==> config.mk <==
export PLATFORM = sky130hd
export DESIGN_NAME = program_sequencer_flat
export DESIGN_NICKNAME = d
export VERILOG_FILES = /design/src/rtl/program_sequencer_pkg.sv /design/src/rtl/program_sequencer_if.sv /design/src/rtl/program_sequencer_spi_word_rx.sv /design/src/rtl/program_sequencer.sv /design/src/flat_wrapper.sv
export SDC_FILE = /design/constraint.sdc
export NUM_CORES = 1
export LEC_CHECK = 0
export CAP_MARGIN = 15
export CORE_AREA = 10 10 194 196
export CTS_CLUSTER_SIZE = 40
export DETAILED_ROUTE_END_ITERATION = 6
export DIE_AREA = 0 0 204 206
export DONT_BUFFER_PORTS = 1
export GPL_ROUTABILITY_DRIVEN = 0
export PLACE_DENSITY = 0.77
export SYNTH_ARGS = -nofsm -noshare
export SYNTH_HDL_FRONTEND = slang
export SYNTH_SLANG_ARGS = --single-unit
==> constraint.sdc <==
create_clock -name clk -period 4 [get_ports clk]
set_input_delay 0.4 -clock clk [delete_from_list [all_inputs] [get_ports clk]]
set_output_delay 0.4 -clock clk [all_outputs]
set_load 0.03 [all_outputs]
==> src/rtl/program_sequencer_pkg.sv <==
// program_sequencer_pkg
// Shared definitions for the program sequencer: FSM state encoding, the NOP
// opcode, the SPI word size and the opcode/operand field positions within
// a stored program word.
package program_sequencer_pkg;

  typedef enum logic [2:0] {
    S_IDLE,
    S_LOAD,
    S_FETCH,
    S_ISSUE,
    S_GAP,
    S_HALT
  } state_t;

  localparam logic [3:0] NOP_OPCODE    = 4'h0;
  localparam int         SPI_WORD_BITS = 12;

  localparam int OPCODE_MSB  = 11;
  localparam int OPCODE_LSB  = 8;
  localparam int OPERAND_MSB = 7;
  localparam int OPERAND_LSB = 0;

endpackage

==> src/rtl/program_sequencer_if.sv <==
// program_sequencer_if
// Instruction issue bus from the sequencer to the execution unit.
//   opcode  : instruction opcode (NOP between issues)
//   operand : instruction operand, twice the opcode width
//   start   : one-cycle issue strobe
// master = sequencer (drives), slave = execution unit (receives).
interface program_sequencer_if #(
  parameter int INPUT_DATA_WIDTH = 4
);
  logic [INPUT_DATA_WIDTH-1:0]   opcode;
  logic [2*INPUT_DATA_WIDTH-1:0] operand;
  logic                          start;

  modport master (output opcode, output operand, output start);
  modport slave  (input  opcode, input  operand, input  start);
endinterface

==> src/rtl/program_sequencer_spi_word_rx.sv <==
// spi_word_rx
// SPI mode-0 slave receiver, MSB first, 12-bit words, oversampled in the
// clk domain.
//   clk, reset      : system clock, async active-high reset
//   sclk, cs_n, mosi: raw SPI pins (asynchronous to clk)
//   cs_fall, cs_rise: one-cycle strobes on synchronized chip-select edges
//   word_valid      : one-cycle strobe, word holds a complete received word
//   word            : last complete word
// The receiver runs whenever cs_n is low; the consumer decides whether a
// word is accepted. A high cs_n discards any partial word.
module spi_word_rx
  import program_sequencer_pkg::*;
(
  input  logic                     clk,
  input  logic                     reset,
  input  logic                     sclk,
  input  logic                     cs_n,
  input  logic                     mosi,
  output logic                     cs_fall,
  output logic                     cs_rise,
  output logic                     word_valid,
  output logic [SPI_WORD_BITS-1:0] word
);

  logic [1:0] sclk_sync, cs_sync, mosi_sync;
  logic       sclk_d, cs_d;
  logic       sclk_rise;
  logic [3:0] bit_cnt;
  logic [SPI_WORD_BITS-1:0] shift;

  localparam logic [3:0] LAST_BIT = 4'(SPI_WORD_BITS - 1);

  always_ff @(posedge clk or posedge reset) begin
    if (reset) begin
      sclk_sync <= 2'b00;
      cs_sync   <= 2'b11;
      mosi_sync <= 2'b00;
      sclk_d    <= 1'b0;
      cs_d      <= 1'b1;
    end else begin
      sclk_sync <= {sclk_sync[0], sclk};
      cs_sync   <= {cs_sync[0], cs_n};
      mosi_sync <= {mosi_sync[0], mosi};
      sclk_d    <= sclk_sync[1];
      cs_d      <= cs_sync[1];
    end
  end

  assign sclk_rise = sclk_sync[1] & ~sclk_d;
  assign cs_fall   = ~cs_sync[1] & cs_d;
  assign cs_rise   = cs_sync[1] & ~cs_d;

  always_ff @(posedge clk or posedge reset) begin
    if (reset) begin
      bit_cnt    <= 4'd0;
      shift      <= '0;
      word       <= '0;
      word_valid <= 1'b0;
    end else begin
      word_valid <= 1'b0;
      if (cs_sync[1]) begin
        bit_cnt <= 4'd0;
      end else if (sclk_rise) begin
        shift <= {shift[SPI_WORD_BITS-2:0], mosi_sync[1]};
        if (bit_cnt == LAST_BIT) begin
          bit_cnt    <= 4'd0;
          word       <= {shift[SPI_WORD_BITS-2:0], mosi_sync[1]};
          word_valid <= 1'b1;
        end else begin
          bit_cnt <= bit_cnt + 4'd1;
        end
      end
    end
  end

endmodule

==> src/rtl/program_sequencer.sv <==
// program_sequencer
// Loads a program over SPI into an internal memory and replays it onto the
// execution unit issue bus at one instruction per 2+GAP_CYCLES cycles.
//   clk, reset       : system clock, async active-high reset
//   sclk, cs_n, mosi : SPI slave link (mode 0, 12-bit words)
//   run              : level, requests execution
//   issue            : opcode/operand/start bus (master side)
//   pc               : address of current or last-issued instruction
//   prog_len         : number of stored words
//   running / done   : executing / halted
//   load_ovf         : sticky, a word arrived while memory was full
// Build option: define PROGRAM_LOOP_EN to wrap pc to 0 at program end and
// keep executing while run is high; otherwise the sequencer halts.
//
// state | meaning
// IDLE  | waiting for a load (cs_n fall) or run
// LOAD  | receiving words over SPI into memory
// FETCH | reading mem[pc]
// ISSUE | start strobe with fetched opcode/operand
// GAP   | NOP cycles after an issue, next-pc decision on the last one
// HALT  | program finished (or empty), done high
module program_sequencer
  import program_sequencer_pkg::*;
#(
  parameter int ROM_ADDRESS_WIDTH = 5,
  parameter int INPUT_DATA_WIDTH  = 4,
  parameter int GAP_CYCLES        = 2
) (
  input  logic                         clk,
  input  logic                         reset,
  input  logic                         sclk,
  input  logic                         cs_n,
  input  logic                         mosi,
  input  logic                         run,
  program_sequencer_if.master          issue,
  output logic [ROM_ADDRESS_WIDTH-1:0] pc,
  output logic [ROM_ADDRESS_WIDTH:0]   prog_len,
  output logic                         running,
  output logic                         done,
  output logic                         load_ovf
);

  localparam int DEPTH = 2 ** ROM_ADDRESS_WIDTH;
  localparam logic [ROM_ADDRESS_WIDTH-1:0] ADDR_ONE = 1;
  localparam logic [ROM_ADDRESS_WIDTH:0]   LEN_ONE  = 1;
  localparam logic [ROM_ADDRESS_WIDTH:0]   LEN_FULL = (ROM_ADDRESS_WIDTH+1)'(DEPTH);
  localparam logic [3:0]                   GAP_LAST = 4'(GAP_CYCLES - 1);

  logic                          cs_fall, cs_rise, word_valid;
  logic [SPI_WORD_BITS-1:0]      word;
  logic [SPI_WORD_BITS-1:0]      mem [DEPTH];
  logic [ROM_ADDRESS_WIDTH-1:0]  wr_ptr;
  logic [3:0]                    gap_cnt;
  logic                          full, mem_we, last_instr;
  state_t                        state;

  spi_word_rx u_rx (
    .clk        (clk),
    .reset      (reset),
    .sclk       (sclk),
    .cs_n       (cs_n),
    .mosi       (mosi),
    .cs_fall    (cs_fall),
    .cs_rise    (cs_rise),
    .word_valid (word_valid),
    .word       (word)
  );

  assign full       = (prog_len == LEN_FULL);
  assign mem_we     = (state == S_LOAD) && word_valid && !full;
  assign last_instr = ({1'b0, pc} == prog_len - LEN_ONE);

  // No reset on the array: contents are meaningless until prog_len covers them.
  always_ff @(posedge clk) begin
    if (mem_we) mem[wr_ptr] <= word;
  end

  always_ff @(posedge clk or posedge reset) begin
    if (reset) begin
      state         <= S_IDLE;
      issue.opcode  <= '0;
      issue.operand <= '0;
      issue.start   <= 1'b0;
      pc            <= '0;
      prog_len      <= '0;
      wr_ptr        <= '0;
      gap_cnt       <= '0;
      running       <= 1'b0;
      done          <= 1'b0;
      load_ovf      <= 1'b0;
    end else begin
      case (state)
        S_IDLE: begin
          if (cs_fall) begin
            state    <= S_LOAD;
            prog_len <= '0;
            wr_ptr   <= '0;
            load_ovf <= 1'b0;
          end else if (run) begin
            if (prog_len != '0) begin
              state   <= S_FETCH;
              pc      <= '0;
              running <= 1'b1;
            end else begin
              state <= S_HALT;
              done  <= 1'b1;
            end
          end
        end
        S_LOAD: begin
          if (word_valid) begin
            if (full) begin
              load_ovf <= 1'b1;
            end else begin
              wr_ptr   <= wr_ptr + ADDR_ONE;
              prog_len <= prog_len + LEN_ONE;
            end
          end
          if (cs_rise) state <= S_IDLE;
        end
        S_FETCH: begin
          issue.opcode  <= mem[pc][OPCODE_MSB:OPCODE_LSB];
          issue.operand <= mem[pc][OPERAND_MSB:OPERAND_LSB];
          issue.start   <= 1'b1;
          state         <= S_ISSUE;
        end
        S_ISSUE: begin
          issue.opcode <= NOP_OPCODE;
          issue.start  <= 1'b0;
          gap_cnt      <= GAP_LAST;
          state        <= S_GAP;
        end
        S_GAP: begin
          if (gap_cnt != 4'd0) begin
            gap_cnt <= gap_cnt - 4'd1;
          end else if (!run) begin
            state   <= S_IDLE;
            pc      <= '0;
            running <= 1'b0;
          end else if (last_instr) begin
`ifdef PROGRAM_LOOP_EN
            pc    <= '0;
            state <= S_FETCH;
`else
            state   <= S_HALT;
            running <= 1'b0;
            done    <= 1'b1;
`endif
          end else begin
            pc    <= pc + ADDR_ONE;
            state <= S_FETCH;
          end
        end
        S_HALT: begin
          if (cs_fall) begin
            state    <= S_LOAD;
            done     <= 1'b0;
            prog_len <= '0;
            wr_ptr   <= '0;
            load_ovf <= 1'b0;
          end else if (!run) begin
            state <= S_IDLE;
            done  <= 1'b0;
          end
        end
        default: state <= S_IDLE;
      endcase
    end
  end

endmodule

==> src/flat_wrapper.sv <==
// flat-port wrapper written by rule: the top's interface ports become plain ports
module program_sequencer_flat import program_sequencer_pkg::*;
#(
  parameter int ROM_ADDRESS_WIDTH = 5,
  parameter int INPUT_DATA_WIDTH  = 4,
  parameter int GAP_CYCLES        = 2
)
  (clk, reset, sclk, cs_n, mosi, run, pc, prog_len, running, done, load_ovf, issue_opcode, issue_operand, issue_start);
  program_sequencer_if #(.INPUT_DATA_WIDTH(INPUT_DATA_WIDTH)) issue_i ();
  input  logic clk;
  input  logic reset;
  input  logic sclk;
  input  logic cs_n;
  input  logic mosi;
  input  logic run;
  output logic [ROM_ADDRESS_WIDTH-1:0] pc;
  output logic [ROM_ADDRESS_WIDTH:0] prog_len;
  output logic running;
  output logic done;
  output logic load_ovf;
  output wire logic [$bits(issue_i.opcode)-1:0] issue_opcode;
  output wire logic [$bits(issue_i.operand)-1:0] issue_operand;
  output wire logic [$bits(issue_i.start)-1:0] issue_start;
  assign issue_opcode = issue_i.opcode;
  assign issue_operand = issue_i.operand;
  assign issue_start = issue_i.start;
  program_sequencer #(.ROM_ADDRESS_WIDTH(ROM_ADDRESS_WIDTH), .INPUT_DATA_WIDTH(INPUT_DATA_WIDTH), .GAP_CYCLES(GAP_CYCLES)) u_core (.clk(clk), .reset(reset), .sclk(sclk), .cs_n(cs_n), .mosi(mosi), .run(run), .issue(issue_i), .pc(pc), .prog_len(prog_len), .running(running), .done(done), .load_ovf(load_ovf));
endmodule
==> results of run 1 <==
-- flip-flops by register name (all words and copies together) (netlist names) --
register and count:
u_core.done 1, u_core.gap_cnt 4, u_core.issue.opcode 4, u_core.issue.operand 8
u_core.issue.start 1, u_core.load_ovf 1, u_core.mem 384, u_core.pc 5
u_core.prog_len 6, u_core.running 1, u_core.state 3, u_core.u_rx.bit_cnt 4
u_core.u_rx.cs_d 1, u_core.u_rx.cs_sync 2, u_core.u_rx.mosi_sync 2, u_core.u_rx.sclk_d 1
u_core.u_rx.sclk_sync 2, u_core.u_rx.shift 11, u_core.u_rx.word 12, u_core.u_rx.word_valid 1
u_core.wr_ptr 5
-- kinds of logic after synthesis --
kind of cell	after synthesis	synth area share, %
AO/OA/AOI/OAI	86	3.09
XOR/XNOR	16	0.768
adder cells (fa/ha/maj)	11	0.754
buffers and inverters	58	1.66
flip-flops	459	73.5
multiplexers	130	14.5
AND/OR/NAND/NOR	228	5.69
-- placed cells by master (no fill, tap or decap), types with 4 or more instances in the layout --
| cell type | instances |
|---|---|
| nand4_1 | 9 |
| nand2_1 | 47 |
| buf_12 | 5 |
| nor2_1 | 115 |
| clkinv_1 | 10 |
| o22ai_1 | 22 |
| nand3b_1 | 5 |
| clkinv_4 | 4 |
| mux4_1 | 7 |
| bufinv_16 | 6 |
| nand3_1 | 9 |
| nand2b_1 | 7 |
| inv_1 | 9 |
| nor2b_1 | 4 |
| mux4_2 | 96 |
| clkbuf_16 | 47 |
| a211oi_1 | 4 |
| dfrtp_1 | 70 |
| a21oi_1 | 17 |
| buf_16 | 5 |
| o21ai_0 | 14 |
| xnor2_1 | 4 |
| nor3_1 | 11 |
| mux2_2 | 25 |
| and3_1 | 5 |
| ha_1 | 11 |
| xor2_1 | 12 |
| clkbuf_1 | 5 |
| dlygate4sd3_1 | 4 |
| buf_4 | 39 |
| o31ai_1 | 5 |
| edfxtp_1 | 384 |
| clkinv_2 | 7 |
-- power by group --
group,switching (mW),internal [mW]
combinational,0.594,0.645
clock,1.78,2.60
sequential,0.540,5.26
-- worst max path at each step --
stage	endpoint	cells after the start
after CTS	u_core.mem[12][10]	5
after global routing	u_core.mem[12][10]	5
after floorplan	u_core.mem[11][0]	6
final	u_core.mem[12][10]	5
after detailed placement	u_core.mem[12][0]	5
after global placement	u_core.mem[12][4]	5
-- layout make-up --
type,instances,area (µm²)
Timing Repair Buffer,54,586
Sequential cell,459,13400
Inverter,11,42.5
Multi-Input combinational cell,471,4530
Clock inverter,30,315
Fill cell,2272,13300
Tap cell,455,569
Clock buffer,55,1240
-- critical path, delay by kind of cell, from the launching register on --
kind / cells / cell delay [ns]
buffers and inverters: 1 / 0.14
adder cells (fa/ha/maj): 1 / 0.28
AO/OA/AOI/OAI: 1 / 0.47
AND/OR/NAND/NOR: 2 / 1.28
flip-flops: 1 / 0.68
-- metal layers --
| metal | global-route usage, % | up-vias |
|---|---|---|
| met5 | 0 | - |
| met4 | 5.79 | 0 |
| met3 | 4.39 | 76 |
| met2 | 32.4 | 475 |
| met1 | 25.1 | 4912 |
| li1 | - | 4031 |
-- metrics by stage --
| stage | hold WS (ns) | total power [mW] | area (µm²) | instances | setup WS [ns] |
|---|---|---|---|---|---|
| finish | 0.0463 | 11.4 | 20700 | 1535 | 0.756 |
| global route | 0.0831 | 11.8 | 20700 | 1535 | 0.571 |
| CTS | 0.0398 | 11.5 | 20500 | 1529 | 0.847 |
| detailed placement | 0.336 | 7.14 | 19000 | 1440 | 0.876 |
| global placement | 0.334 | 7.12 | 19000 | 1440 | 0.969 |
| floorplan | 0.331 | 6.76 | 18200 | 988 | 1.39 |
-- cell usage after synthesis (2+ instances only) --
| cell | instances | area [µm²] |
|---|---|---|
| or3_1 | 2 | 12.5 |
| mux4_1 | 7 | 184 |
| o22ai_1 | 22 | 138 |
| a211oi_1 | 4 | 30.0 |
| o311ai_0 | 2 | 17.5 |
| o21ai_0 | 14 | 70.1 |
| and2_1 | 3 | 18.8 |
| xor2_1 | 12 | 105 |
| edfxtp_1 | 384 | 11500 |
| a32o_1 | 3 | 30.0 |
| buf_1 | 2 | 7.51 |
| nand3b_1 | 5 | 37.5 |
| clkbuf_1 | 17 | 63.8 |
| a21oi_1 | 17 | 85.1 |
| buf_2 | 17 | 85.1 |
| nand3_1 | 9 | 45.0 |
| nor3_1 | 11 | 55.1 |
| nor2_1 | 115 | 432 |
| nand2_1 | 47 | 176 |
| o211ai_1 | 2 | 15.0 |
| nand2b_1 | 7 | 43.8 |
| inv_1 | 10 | 37.5 |
| o21a_1 | 3 | 22.5 |
| xnor2_1 | 4 | 35.0 |
| mux2_2 | 25 | 282 |
| nor2b_1 | 4 | 25.0 |
| mux2i_1 | 2 | 20.0 |
| nand4_1 | 9 | 56.3 |
| a31oi_1 | 2 | 12.5 |
| and3_1 | 5 | 31.3 |
| a21o_1 | 2 | 15.0 |
| mux4_2 | 96 | 2160 |
| ha_1 | 11 | 138 |
| dfrtp_1 | 72 | 1800 |
| buf_4 | 6 | 45.0 |
| dfstp_2 | 3 | 78.8 |
| nor4_1 | 2 | 12.5 |
| buf_6 | 4 | 45.0 |
| or2_2 | 2 | 12.5 |
| o31ai_1 | 5 | 37.5 |
==> metrics.md, run 1 <==
| Metric | Value |
|---|---|
| Max Transition Viols Final | `0` |
| DPL Wire Length | `24000 µm` |
| Worst Hold Depth | `2` |
| Arrival time worst endpoint | `3.40 ns` |
| Capturing point of the worst reg2reg path | `u_core.mem[12][10]` |
| Crit Path Max Fanout | `12` |
| Share of layout cells above drive strength 1 | `23.7%` |
| Post-CTS Resized | `0` |
| Mapped Cells | `988` |
| Reg2reg setup slack | `0.76 ns` |
| Die area | `42000 µm²` |
| Worst slew margin | `16.6%` |
| Critical path class | `register to register` |
| Clock latency on the worst-skew pair | `0.55 ns` |
| Final setup viols | `0` |
| Synth-to-Final Area Change | `13.4%` |
| Number of synthesized flops with an enable pin | `384` |
| Met2 wire len | `20500 µm` |
| Initial antenna violation count | `0` |
| Achievable Freq | `308 MHz` |
| Top sig layer | `met4` |
| Crit-path slowest cell | `nor2_1` |
| CP Launch Point | `u_core.prog_len[0]` |
| Run status | `complete, no violations` |
| Post-CTS Setup Bufs | `0` |
| Tot GR Track Use | `19.4%` |
| Setup TNS Final | `0 ns` |
| Static Leak | `7.37 nW` |
| H-tree depth | `2` |
| Final Cycle Share | `81.1%` |
| CP cell instances | `inv_1 -> ha_1 -> a31oi_2 -> nand2_1 -> nor2_1` |
| Power per cell area | `552 nW/µm²` |
| Worst hold endpoint | `u_core.running` |
| Iter 0 DRT Violations | `1154` |
| Sequential fraction of the synthesis area | `73.5%` |
| Pin count of the biggest net entering global routing | `41` |
| Worst path max stage delay | `0.97 ns` |
| Synthesis-stage register bit count | `459` |
| Primary FF master, synth | `edfxtp_1` |
| Vias in the first global route | `9657` |
| Layout net count | `1060` |
| GRT overflow | `0` |
| DR WL/cell | `26.7 µm` |
| Antenna Nets Post-Route | `0` |
| Final WL | `40900 µm` |
| RSZ-0062 raised after global routing | `false` |
| CP Launch Type | `register` |
| Worst-margin pin slew | `1.25 ns` |
| Wire length on met3 | `3920 µm` |
| CTS buffer count | `46` |
| Core area | `33900 µm²` |
| CTS tree | `yes` |
| # hold bufs at CTS | `4` |
| Vias | `9494` |
| Final hold vios | `0` |
| Hold/Removal Path Class | `input port to register` |
| Peak VDD IR | `0.000481 V` |
| Async SR Flop Fraction | `16.3%` |
| RR Startpoint | `u_core.prog_len[0]` |
| Hold path start | `run` |
| Reg clk slew, reported paths | `0.06 ns` |
| Io pins | `33` |
| # DRC | `0` |
| Final min period | `3.24 ns` |
| Required @ worst endpoint | `4.16 ns` |
| Syn nets | `1005` |
| Starting density of the core | `53.7%` |
| Crit. End Element | `register` |
| Buffers added on ports | `0` |
| Met1 WL | `15400 µm` |
| Clk sink count | `459` |
| CTS root buffer | `clkbuf_16` |
| First-pass GRT wire length | `61000 µm` |
| Die Y | `206 µm` |
| Row cnt | `68` |
| Syn avg cell area | `18.5 µm²` |
| Post-layout util | `61.0%` |
| Synthesized area | `18200 µm²` |
| TritonRoute pass-1 iters | `5` |
| MaxCap Viol Count | `0` |
| YS warnings | `0` |
| Maximum clock path buffer count | `3` |
| R2r worst-path depth | `5` |
| Vias per cell | `6.19` |
| Setup Skew | `0.0158 ns` |
| ANT cells | `0` |
| Die width | `204 µm` |
| Post-synth cell types | `59` |
Power figures use the tool's default switching activity.
==> run 2: changes to the inputs <==
- clock period: 4 -> 3.34 ns (I/O delays scaled with it)
==> run 2 against run 1 <==
  * Clock power grew 9.1%
  * Combinational power grew 19%
  * Clock skew grew 0.011 ns
  * Non-clock buffer count grew 13
  * Critical path type unchanged
  * Critical endpoint is now u_core.mem[10][0]
==> metrics.md, run 2 (synthesized netlist as in run 1, its figures left out) <==
| Metric | Value |
|---|---|
| RR Startpoint | `u_core.prog_len[0]` |
| Layout net count | `1071 (+1.0%)` |
| Max Transition Viols Final | `0 (unchanged)` |
| Die Y | `206 µm (unchanged)` |
| Synth-to-Final Area Change | `12.3%` |
| Crit Path Max Fanout | `12 (unchanged)` |
| Most frequent cells in the layout | `edfxtp_1 (384), nor2_1 (115), mux4_2 (96)` |
| Peak VDD IR | `0.000442 V (-8.2%)` |
| Wire length on met3 | `4840 µm (+24%)` |
| CP cell instances | `inv_1 -> ha_1 -> a31oi_2 -> nand2_1 -> nor2_1 -> buf_4` |
| Die width | `204 µm (unchanged)` |
| Buffers added on ports | `0 (unchanged)` |
| Largest regs | `u_core.mem: 384 flops, u_core.u_rx.word: 12 flops, u_core.u_rx.shift: 11 flops` |
| MaxCap Viol Count | `0 (unchanged)` |
| Power per cell area | `643 nW/µm² (+16%)` |
| Top sig layer | `met5` |
| Met1 WL | `17000 µm (+10%)` |
| Total power | `13.2 mW (+15%)` |
| Share of layout cells above drive strength 1 | `23.4% (-0.32 points)` |
| Critical path class | `register to register` |
| Worst hold endpoint | `u_core.done` |
| Required @ worst endpoint | `3.60 ns (-0.56 ns)` |
| Max FFs per register | `384 (unchanged)` |
| Hold/Removal Path Class | `input port to register` |
| CTS tree | `yes` |
| Core area | `33900 µm² (unchanged)` |
| Final Cycle Share | `82.7% (+1.6 points)` |
| CP Launch Type | `register` |
| Vias in the first global route | `9331 (-3.4%)` |
| Pin count of the biggest net entering global routing | `49 (+20%)` |
| Final non-filler cell area | `20500 µm² (-1.0%)` |
| Final WL | `42400 µm (+3.6%)` |
| # DRC | `0 (unchanged)` |
| Clock latency on the worst-skew pair | `0.57 ns (+0.02 ns)` |
| Tot GR Track Use | `20.5% (+1.1 points)` |
| Starting density of the core | `53.7% (unchanged)` |
| Crit-path slowest cell | `dfrtp_1` |
| Die area | `42000 µm² (unchanged)` |
| H-tree depth | `2 (unchanged)` |
| # hold bufs at CTS | `5 (+1)` |
| Multi-input logic area | `4530 µm² (unchanged)` |
| Vias per cell | `6.35 (+2.6%)` |
| ANT cells | `0 (unchanged)` |
| DPL Wire Length | `25700 µm (+7.0%)` |
| Worst slew margin | `36.7% (+20 points)` |
| Initial antenna violation count | `1 (+1)` |
| Setup WS pre-CTS | `0.648 ns (-0.228 ns)` |
| Met2 wire len | `19300 µm (-5.8%)` |
| Setup ws final | `0.577 ns (-0.179 ns)` |
| CTS buffer count | `44 (-4.3%)` |
| Worst path max stage delay | `0.69 ns (-0.28 ns)` |
| Static Leak | `7.31 nW (-0.79%)` |
| Clk sink count | `459 (unchanged)` |
| First-pass GRT wire length | `63400 µm (+3.8%)` |
| Final hold vios | `0 (unchanged)` |
| Antenna Nets Post-Route | `0 (unchanged)` |
| Final min period | `2.76 ns (-0.481 ns)` |
| RSZ-0062 raised after global routing | `false` |
| Post-CTS Setup Bufs | `0 (unchanged)` |
| Hold_ws | `0.0304 ns (-0.0159 ns)` |
| Row cnt | `68 (unchanged)` |
| DR WL/cell | `27.5 µm (+3.2%)` |
| Reg2reg setup slack | `0.58 ns (-0.18 ns)` |
| GRT overflow | `0 (unchanged)` |
| Setup Skew | `0.0271 ns (+0.0113 ns)` |
| Worst-margin pin slew | `0.949 ns (-0.302 ns)` |
| Hold path start | `run` |
| Iter 0 DRT Violations | `1292 (+12%)` |
| Arrival time worst endpoint | `3.02 ns (-0.38 ns)` |
| Io pins | `33 (unchanged)` |
| Commonest non-fill, non-tap cell in the layout | `edfxtp_1` |
| Setup TNS Final | `0 ns (unchanged)` |
| Placed cell area | `19100 µm² (+0.58%)` |
| Run status | `complete, no violations` |
| CTS root buffer | `clkbuf_16` |
| Worst Hold Depth | `3 (+1)` |
| TritonRoute pass-1 iters | `5 (unchanged)` |
| Final setup viols | `0 (unchanged)` |
| Crit. End Element | `register` |
| Achievable Freq | `362 MHz (+17%)` |
| Reg clk slew, reported paths | `0.06 ns (about the same)` |
| R2r worst-path depth | `6 (+1)` |
| Filler Cells Inserted | `2337 (+2.9%)` |
| Register area | `13400 µm² (unchanged)` |
| Maximum clock path buffer count | `3 (unchanged)` |
| Capturing point of the worst reg2reg path | `u_core.mem[10][0]` |
| Post-CTS Resized | `0 (unchanged)` |
| Vias | `9781 (+3.0%)` |
| Most flop-heavy register | `u_core.mem` |
## run 2: cell types whose count changed in the layout (fill, tap and decap cells not counted), moves of 4 or more
cell       before  now
clkbuf_1        5   13
bufinv_16       6    2
clkinv_4        4    0
buf_16          5    0
buf_4          39   59
## run 2: worst max path at each step
stage | startpoint | slack [ns] | cells past startpoint | endpoint
finish | u_core.prog_len[0] | 0.58 | 6 | u_core.mem[10][0]
global route | u_core.prog_len[0] | 0.42 | 6 | u_core.mem[26][10]
CTS | u_core.prog_len[0] | 0.64 | 6 | u_core.mem[23][9]
detailed placement | u_core.prog_len[0] | 0.65 | 6 | u_core.mem[26][11]
global placement | u_core.pc[0] | 0.71 | 5 | u_core.issue.operand[0]
floorplan | u_core.prog_len[0] | 0.73 | 6 | u_core.mem[11][0]
## run 2: worst max-delay path: cells and delay by family, from the launching register on
family	cells	cell delay, ns
and+or+nand+nor	2	0.74
adders and majority gates	1	0.27
AOI/OAI and AO/OA	1	0.39
buffers and inverters	2	0.37
DFF	1	0.69
## run 2: metrics by stage
step / util, % / std cells
after global routing: 60.3 / 1541
final: 60.3 / 1541
after global placement: 56.2 / 1458
after floorplan: - / 988
after CTS: 60.3 / 1541
after detailed placement: 56.2 / 1458
## run 2: report_power, final
group / total, mW / switching [mW] / internal (mW)
combinational: 1.48 / 0.725 / 0.751
clock: 4.78 / 2.04 / 2.74
sequential: 6.92 / 0.616 / 6.30
total: 13.2 / 3.38 / 9.79
## run 2: layout make-up
cell class	count	share of cell area, %
multi-input cells	471	22.1
inverters	11	0.208
clock inverters	16	0.635
clock buffers	62	6.06
repair buffers	67	2.70
flip-flops and latches	459	65.5
well taps	455	2.78
## run 2: layer usage
layer	vias up	GRT usage (%)
met5	-	0
met4	2	6.85
met3	72	5.78
met2	609	30.4
met1	5053	28.8
li1	4045	-
==> run 3: changes to the inputs <==
- PLACE_DENSITY: 0.77 -> 0.8
- clock period: 3.34 -> 2.5 ns (I/O delays scaled with it)
==> run 3 against run 2 <==
  * Sequential share of layout area is 1.4 points lower
  * Count of clock-buffer cells in the layout is 12 lower
  * Core utilization is 1.4 points higher
  * Largest power group unchanged
  * Critical path type unchanged
  * Register-to-register slack worse by 0.42 ns
==> metrics.md, run 3 (synthesized netlist as in run 1, its figures left out) <==
| Metric | Value |
|---|---|
| Multi-input logic area | `4530 µm² (unchanged)` |
| Required @ worst endpoint | `2.93 ns (-0.67 ns)` |
| CTS buffer count | `44 (unchanged)` |
| Power per cell area | `861 nW/µm² (+34%)` |
| # placed instances | `1502 (+3.0%)` |
| Antenna Nets Post-Route | `0 (unchanged)` |
| Final hold vios | `0 (unchanged)` |
| Worst Hold Depth | `3 (unchanged)` |
| Switching power | `4.68 mW (+38%)` |
| Die Y | `206 µm (unchanged)` |
| Buffers added on ports | `0 (unchanged)` |
| Reg power frac | `49.7% (-2.8 points)` |
| Hold path start | `run` |
| Clk sink count | `459 (unchanged)` |
| Peak VDD IR | `0.000517 V (+17%)` |
| Final WL | `42200 µm (-0.39%)` |
| Die width | `204 µm (unchanged)` |
| Pin count of the biggest net entering global routing | `49 (unchanged)` |
| Max FFs per register | `384 (unchanged)` |
| Reg2reg setup slack | `0.16 ns (-0.42 ns)` |
| Worst hold endpoint | `u_core.state[0]` |
| CP Launch Type | `register` |
| # hold bufs at CTS | `5 (unchanged)` |
| Reg clk slew, reported paths | `0.06 ns (about the same)` |
| Final setup viols | `0 (unchanged)` |
| Row cnt | `68 (unchanged)` |
| Layout net count | `1115 (+4.1%)` |
| DR WL/cell | `26.6 µm (-3.4%)` |
| Crit Path Max Fanout | `25 (+13)` |
| Commonest non-fill, non-tap cell in the layout | `edfxtp_1` |
| Final min period | `2.34 ns (-0.419 ns)` |
| Starting density of the core | `53.7% (unchanged)` |
| Die area | `42000 µm² (unchanged)` |
| Most frequent cells in the layout | `edfxtp_1 (384), nor2_1 (115), buf_4 (98)` |
| Initial antenna violation count | `0 (-1)` |
| Filler Cells Inserted | `2246 (-3.9%)` |
| TritonRoute pass-1 iters | `6 (+1)` |
| Static Leak | `7.59 nW (+3.9%)` |
| Vias per cell | `6.25 (-1.6%)` |
| Wire length on met3 | `3630 µm (-25%)` |
| Met1 WL | `16000 µm (-5.9%)` |
| ANT cells | `0 (unchanged)` |
| Core area | `33900 µm² (unchanged)` |
| Setup WS pre-CTS | `0.230 ns (-0.418 ns)` |
| Iter 0 DRT Violations | `1311 (+1.5%)` |
| Int Pwr | `13.4 mW (+36%)` |
| Worst slew margin | `23.4% (-13 points)` |
| Vias in the first global route | `10.2k (+9.6%)` |
| Post-CTS Resized | `0 (unchanged)` |
| Top sig layer | `met4` |
| Most flop-heavy register | `u_core.mem` |
| Post-CTS Setup Bufs | `0 (unchanged)` |
| Achievable Freq | `427 MHz (+18%)` |
| Critical path class | `register to register` |
| Worst-margin pin slew | `1.15 ns (+0.200 ns)` |
| # DRC | `0 (unchanged)` |
| Register area | `13400 µm² (unchanged)` |
| Synth-to-Final Area Change | `14.8%` |
| CTS root buffer | `clkbuf_16` |
| Largest regs | `u_core.mem: 384 flops, u_core.u_rx.word: 12 flops, u_core.u_rx.shift: 11 flops` |
| Clock Power Share | `36.5% (+0.2 points)` |
| Arrival time worst endpoint | `2.77 ns (-0.25 ns)` |
| Met2 wire len | `21000 µm (+8.5%)` |
| Share of layout cells above drive strength 1 | `27.1% (+3.7 points)` |
| Vias | `9929 (+1.5%)` |
| RSZ-0062 raised after global routing | `false` |
| GRT overflow | `0 (unchanged)` |
| First-pass GRT wire length | `64500 µm (+1.8%)` |
| RR Startpoint | `u_core.pc[1]` |
| Setup ws final | `0.156 ns (-0.421 ns)` |
| Tot GR Track Use | `20.4% (-0.046 points)` |
| Gate power share | `13.8% (+2.6 points)` |
| Final Cycle Share | `93.8% (+11 points)` |
| H-tree depth | `2 (unchanged)` |
| Max Transition Viols Final | `0 (unchanged)` |
| Setup Skew | `0.0219 ns (-0.00524 ns)` |
| Crit. End Element | `register` |
| MaxCap Viol Count | `0 (unchanged)` |
| Capturing point of the worst reg2reg path | `u_core.issue.operand[2]` |
| CTS tree | `yes` |
| Run status | `complete, no violations` |
| Clock latency on the worst-skew pair | `0.57 ns (about the same)` |
| Maximum clock path buffer count | `3 (unchanged)` |
| Hold/Removal Path Class | `input port to register` |
| Fin cells | `1589 (+3.1%)` |
| R2r worst-path depth | `6 (unchanged)` |
| DPL Wire Length | `25800 µm (+0.32%)` |
| Sw frac | `25.9% (+0.27 points)` |
| Io pins | `33 (unchanged)` |
## run 3: area by class of cell
class	instances	share of cell area, %
well taps	455	2.72
multi-input cells	471	21.6
clock buffers	50	5.36
repair buffers	111	4.52
clock inverters	32	1.51
flip-flops and latches	459	64.1
inverters	11	0.203
## run 3: worst max path at each step
stage | from | endpoint | slack (ns) | cells after the start
floorplan | u_core.prog_len[0] | u_core.mem[11][0] | -0.11 | 6
global placement | u_core.pc[0] | u_core.issue.opcode[3] | 0.24 | 6
detailed placement | u_core.pc[0] | u_core.issue.opcode[3] | 0.23 | 6
CTS | u_core.pc[1] | u_core.issue.operand[4] | 0.19 | 5
global route | u_core.prog_len[1] | u_core.pc[4] | 0.06 | 9
finish | u_core.pc[1] | u_core.issue.operand[2] | 0.16 | 6
## run 3: routing by layer
layer | vias up | track usage, %
li1 | 4144 | -
met1 | 5138 | 26.8
met2 | 565 | 33.1
met3 | 82 | 3.64
met4 | 0 | 9.23
met5 | - | 0
## run 3: power groups by stage
stage	logic (mW)	clock network (mW)	registers (mW)
6_report	2.49	6.58	8.96
5_1_grt	2.69	6.97	8.99
4_1_cts	2.52	6.65	8.97
3_5_place_dp	2.49	0	9.13
3_3_place_gp	2.45	0	9.12
2_1_floorplan	1.85	0	8.96
## run 3: metrics by stage
step / setup TNS, ns / hold WS (ns) / util [%] / instance area (µm²) / power, mW
4_1_cts: 0 / 0.0163 / 61.7 / 20900 / 18.1
3_3_place_gp: 0 / 0.255 / 57.3 / 19500 / 11.6
3_5_place_dp: 0 / 0.255 / 57.3 / 19500 / 11.6
6_report: 0 / 0.0321 / 61.7 / 20900 / 18.0
5_1_grt: 0 / 0.0652 / 61.7 / 20900 / 18.6
2_1_floorplan: -40.34 / 0.254 / - / 18200 / 10.8
## run 3: worst max-delay path: stages, from the launching register on
cell and delay [ns]:
dfrtp_4 0.45, buf_12 0.19, buf_4 0.33, mux4_2 0.37, mux4_2 0.56, o22ai_1 0.20, nor2_1 0.08
